$ cat src/rtl/dr_inject_arb.sv
// Round-robin arbiter for one dual-rail (NCL) ring injection point.
// Each grant sends one DATA token and then one NULL token, paced by the ring's ko line.
module dr_inject_arb #(
    parameter int N_REQ = 4,
    parameter int TO_W  = 8
) (
    input  logic             clk50,
    input  logic             key0,
    input  logic [N_REQ-1:0] req,
    input  logic [N_REQ-1:0] din,
    output logic [N_REQ-1:0] ack,
    output logic [2:0]       grant_id,
    output logic             dr0,
    output logic             dr1,
    input  logic             ko_in,
    output logic             busy,
    output logic             err
);

    typedef enum logic [2:0] {IDLE, ARB, WAIT_RFD, WAIT_RFN, WAIT_RFD2, ERR} state_t;

    localparam logic [3:0]       NR      = 4'(N_REQ);
    localparam logic [2:0]       LAST    = 3'(N_REQ - 1);
    localparam logic [N_REQ-1:0] ONE     = N_REQ'(1);
    // The counter would become all-ones on the next edge, so the wait has
    // lasted 2^TO_W-1 cycles.
    localparam logic [TO_W-1:0]  TO_LAST = {{(TO_W-1){1'b1}}, 1'b0};

    state_t           state, state_n;
    logic             ko_m, ko_s;
    logic [2:0]       ptr;
    logic             bit_q;
    logic [TO_W-1:0]  cnt;
    logic             timeout, in_wait;
    logic             dr0_d, dr1_d;
    logic             win_found, win_bit;
    logic [2:0]       win_idx;
    logic [3:0]       s;
    logic [N_REQ-1:0] sh_req, sh_din;

    // ptr holds the first index to search, which is one past the last granted index.
    always_comb begin
        win_found = 1'b0;
        win_idx   = '0;
        win_bit   = 1'b0;
        s         = '0;
        sh_req    = '0;
        sh_din    = '0;
        for (int unsigned i = 0; i < N_REQ; i++) begin
            s = {1'b0, ptr} + 4'(i);
            if (s >= NR) s = s - NR;
            sh_req = req >> s[2:0];
            sh_din = din >> s[2:0];
            if (!win_found && sh_req[0]) begin
                win_found = 1'b1;
                win_idx   = s[2:0];
                win_bit   = sh_din[0];
            end
        end
    end

    assign in_wait = (state == WAIT_RFD) || (state == WAIT_RFN) || (state == WAIT_RFD2);
    assign timeout = in_wait && (cnt == TO_LAST);

    always_ff @(posedge clk50 or negedge key0) begin
        if (!key0) state <= IDLE;
        else       state <= state_n;
    end

    always_comb begin
        state_n = state;
        case (state)
            IDLE:      if (win_found) state_n = ARB;
            ARB:       state_n = WAIT_RFD;
            WAIT_RFD:  if (ko_s)      state_n = WAIT_RFN;
                       else if (timeout) state_n = ERR;
            WAIT_RFN:  if (!ko_s)     state_n = WAIT_RFD2;
                       else if (timeout) state_n = ERR;
            WAIT_RFD2: if (ko_s)      state_n = IDLE;
                       else if (timeout) state_n = ERR;
            ERR:       state_n = ERR;
            default:   state_n = IDLE;
        endcase
    end

    always_comb begin
        busy  = (state != IDLE);
        ack   = (state == WAIT_RFD2 && ko_s) ? (ONE << grant_id) : '0;
        dr1_d = (state_n == WAIT_RFN) &&  bit_q;
        dr0_d = (state_n == WAIT_RFN) && !bit_q;
    end

    always_ff @(posedge clk50 or negedge key0) begin
        if (!key0) begin
            ko_m     <= 1'b0;
            ko_s     <= 1'b0;
            ptr      <= '0;
            grant_id <= '0;
            bit_q    <= 1'b0;
            cnt      <= '0;
            err      <= 1'b0;
            dr0      <= 1'b0;
            dr1      <= 1'b0;
        end else begin
            ko_m <= ko_in;
            ko_s <= ko_m;
            dr0  <= dr0_d;
            dr1  <= dr1_d;
            if (state_n != state) cnt <= '0;
            else if (in_wait)     cnt <= cnt + TO_W'(1);
            if (state == IDLE && win_found) begin
                grant_id <= win_idx;
                bit_q    <= win_bit;
            end
            if (state == WAIT_RFD2 && ko_s)
                ptr <= (grant_id == LAST) ? 3'd0 : grant_id + 3'd1;
            if (state_n == ERR) err <= 1'b1;
        end
    end

endmodule
$ cat config.mk
export PLATFORM = sky130hd
export DESIGN_NAME = dr_inject_arb
export DESIGN_NICKNAME = d
export VERILOG_FILES = /design/src/rtl/dr_inject_arb.sv
export SDC_FILE = /design/constraint.sdc
export NUM_CORES = 1
export LEC_CHECK = 0
export ABC_CLOCK_PERIOD_IN_PS = 8200
export CAP_MARGIN = 10
export CORE_MARGIN = 3
export CORE_UTILIZATION = 48
export CTS_BUF_LIST = sky130_fd_sc_hd__clkbuf_2
export DETAILED_ROUTE_END_ITERATION = 16
export PLACE_DENSITY = 0.78
export SYNTH_ARGS = -nofsm -noshare
export SYNTH_HDL_FRONTEND = slang
export SYNTH_SLANG_ARGS = --single-unit
$ cat constraint.sdc
create_clock -name clk50 -period 8.2 [get_ports clk50]
set_clock_uncertainty 0.1 [all_clocks]
set_input_delay 1.23 -clock clk50 [delete_from_list [all_inputs] [get_ports clk50]]
set_output_delay 1.23 -clock clk50 [all_outputs]
set_load 0.01 [all_outputs]
==> impl_results.md <==
* Worst skew pair latency at 0.36 ns
* Final Slew Violations at 0
* CTS resizes at 0
* Global-route met2 utilization at 26.1%
* Critical path peak fanout at 14
* Register area share after synthesis at 37.6%
* Syn Std Cell Area at 1530 sq um
* Fin crit share at 44.7%
* DP Wirelength at 2.37 mm
* Share of post-route cells with drive strength above 1 at 6.11%
* DIE AREA at 3900 sq um
* Mapped Cells at 161
* Die height at 62.4 um
* Reg-to-Reg Start: ptr[0]
* Pleak at 0.773 nW
* Register bit count reported by yosys at 23
* GRT overflow at 0
* Hold path depth at 0
* Met1 Use GR at 24.7%
* Peak supply drop at 0.210 mV
* Io pins at 22
* Post-CTS Hold Fix Bufs at 0
* Worst Setup SP: state[0]
* CTS sink count at 23
* GP Congestion at 0.868
* Most used cell, CP: nor2_1
* Hold WC Path Type: register to register
* Cells on worst reg2reg path at 8
* DR WL/cell at 14.4 um
* Ant. Diodes at 0
* Worst path depth at 5
* Dpl cells at 218
* Buf+Inv Stages, Crit Path at 1
* Largest area contributor in the netlist: dfrtp_1
* CTS tree: done
* Final hold violations at 0
* Critical path class: register to output port
* Mapped Nets at 180
* Async set-reset flop share out of synthesis at 100%
* First-pass GRT wire length at 5.51 mm
* Detailed Route Iter0 Violations at 101
* # nets final at 200
* Fin cells at 222
* Hold_ws at 0.290 ns
* Core area at 2900 sq um
* Flop-to-flop setup slack at 4.89 ns
* Reg clk slew, reported paths at 0.24 ns
* Avg Cell Area, Syn at 9.50 sq um
* Power Density at 317 nW/um^2
* Longest Clk Path Bufs at 2
* Maximum capacitance violations at 0
* Slowest stage cell, crit path: dfrtp_1
* Critical path arrival at 2.34 ns
* H-tree depth at 1
* Largest cells by area after synthesis: dfrtp_1, mux4_2, ha_1
* Count of different cell masters after synthesis at 40
* DRC violations left at 0
* Crit path max-delay family: simple AND/OR/NAND/NOR gates
* Initial Util at 52.7%
* Met3 usage at 3.78%
* Area grow syn2layout at 16.6%
* Root Driver: clkbuf_2
* Inserted Clock Buffers at 3
* Crit path time final at 3.67 ns
* Number of global-route vias before repair at 1184
* Std cell rows at 19
* Slew @ Worst Pin at 1.02 ns
* Most common flop cell mapped by yosys: dfrtp_1
* Warnings, synthesis at 0
* RSZ-0062 raised after global routing: no
* Die W at 62.4 um
* Port Buffers at 21
* Rel. slew slack at 31.6%
* Vias per cell at 5.77
* GR peak layer: met2
* CP required at 6.87 ns
* Critical path, cell by cell: nor2_1, nand3_1, nor2_1, and2_1, clkdlybuf4s50_1
* Outcome: finished clean
* CP max stage delay at 0.58 ns
* 1st-pass router iterations at 4
* Setup TNS at 0 ns
* Synth top area share at 37.6%
* Crit path launch type: register
* CP endpoint kind: output port
* EDFF count, synth at 0
* Hold path startpoint: ko_m
* Post-CTS setup buffer count at 0
* Detailed Route WL at 3.19 mm
* Fmax at 273 MHz
* Via count at 1280
* Pin count of the biggest net entering global routing at 24
* Antenna Nets Post-Route at 0
* Final Setup Violations at 0
* GRT Util Overall at 16.8%
* Initial antenna violation count at 0
## report_power, final
| part | switching, W | internal [W] |
|---|---|---|
| clock network | 0.0000357 | 0.0000129 |
| logic | 0.000160 | 0.000157 |
| registers | 0.0000564 | 0.000143 |
## cell usage after synthesis (2+ instances only)
| master | count |
|---|---|
| a311oi_1 | 2 |
| nand2b_1 | 3 |
| nor2b_1 | 6 |
| mux2i_1 | 6 |
| o21ai_0 | 7 |
| nor3_1 | 2 |
| a31oi_1 | 2 |
| inv_1 | 11 |
| xor2_1 | 6 |
| buf_2 | 2 |
| and2_1 | 4 |
| o21ai_1 | 2 |
| nor2_1 | 22 |
| a21oi_1 | 5 |
| nand2_1 | 10 |
| nand4_1 | 3 |
| dfrtp_1 | 23 |
| o211ai_1 | 2 |
| clkbuf_1 | 3 |
| ha_1 | 8 |
| nand3_1 | 5 |
| a211oi_1 | 5 |
| mux4_2 | 5 |
## layer usage
metal  routed length, um  part of all wire, %
met5                   0                    0
met4                   0                    0
met3                 200                  6.3
met2                1490                   47
met1                1500                   47
## flip-flops by register name, summed over array words and instances, names as in the netlist
signal,count
cnt,8
grant_id,3
ptr,3
state,3
bit_q,1
dr0,1
dr1,1
err,1
ko_m,1
ko_s,1
## final timing paths
check,endpoint
setup / recovery,ack[3]
hold / removal,ko_s
setup reg to reg,cnt[4]
hold reg to reg,ko_s
max in group asynchronous,ptr[0]
min in group asynchronous,cnt[1]
## metrics by stage
step	cell area, sq um	setup WS (ns)	utilization (%)	power [W]
global route	1780	4.40	61.5	0.000615
detailed placement	1760	4.57	60.8	0.000517
floorplan	1530	5.21	-	0.000433
global placement	1760	4.63	60.8	0.000505
finish	1780	4.53	61.5	0.000565
CTS	1780	4.54	61.5	0.000566
## area by class of cell
| cell class | instances | area, sq um |
|---|---|---|
| multi-input cells | 121 | 883 |
| fillers | 256 | 1120 |
| clock buffers | 4 | 20.0 |
| repair buffers | 21 | 210 |
| well taps | 42 | 52.6 |
| flip-flops and latches | 23 | 576 |
| inverters | 11 | 41.3 |
## logic make-up (layout without fill, tap and decap cells)
logic type	after synthesis	in the layout	synth area share, %
simple gates	60	60	19.2
fa+ha+maj	8	8	6.55
buf+inv	17	36	4.58
compound gates	35	35	16.7
flops	23	23	37.6
mux	11	11	11.3
xor+xnor	7	7	4.01
## cells in the final DEF (no fill, tap or decap), types with 3 or more instances in the layout
cell,instances
a211oi_1,5
a21oi_1,5
and2_1,4
clkbuf_2,4
clkdlybuf4s50_1,21
dfrtp_1,23
ha_1,8
inv_1,11
mux2i_1,6
mux4_2,5
nand2_1,10
nand2b_1,3
nand3_1,5
nand4_1,3
nor2_1,22
nor2b_1,6
o21ai_0,7
xor2_1,6
(Power assumes the default switching activity.)
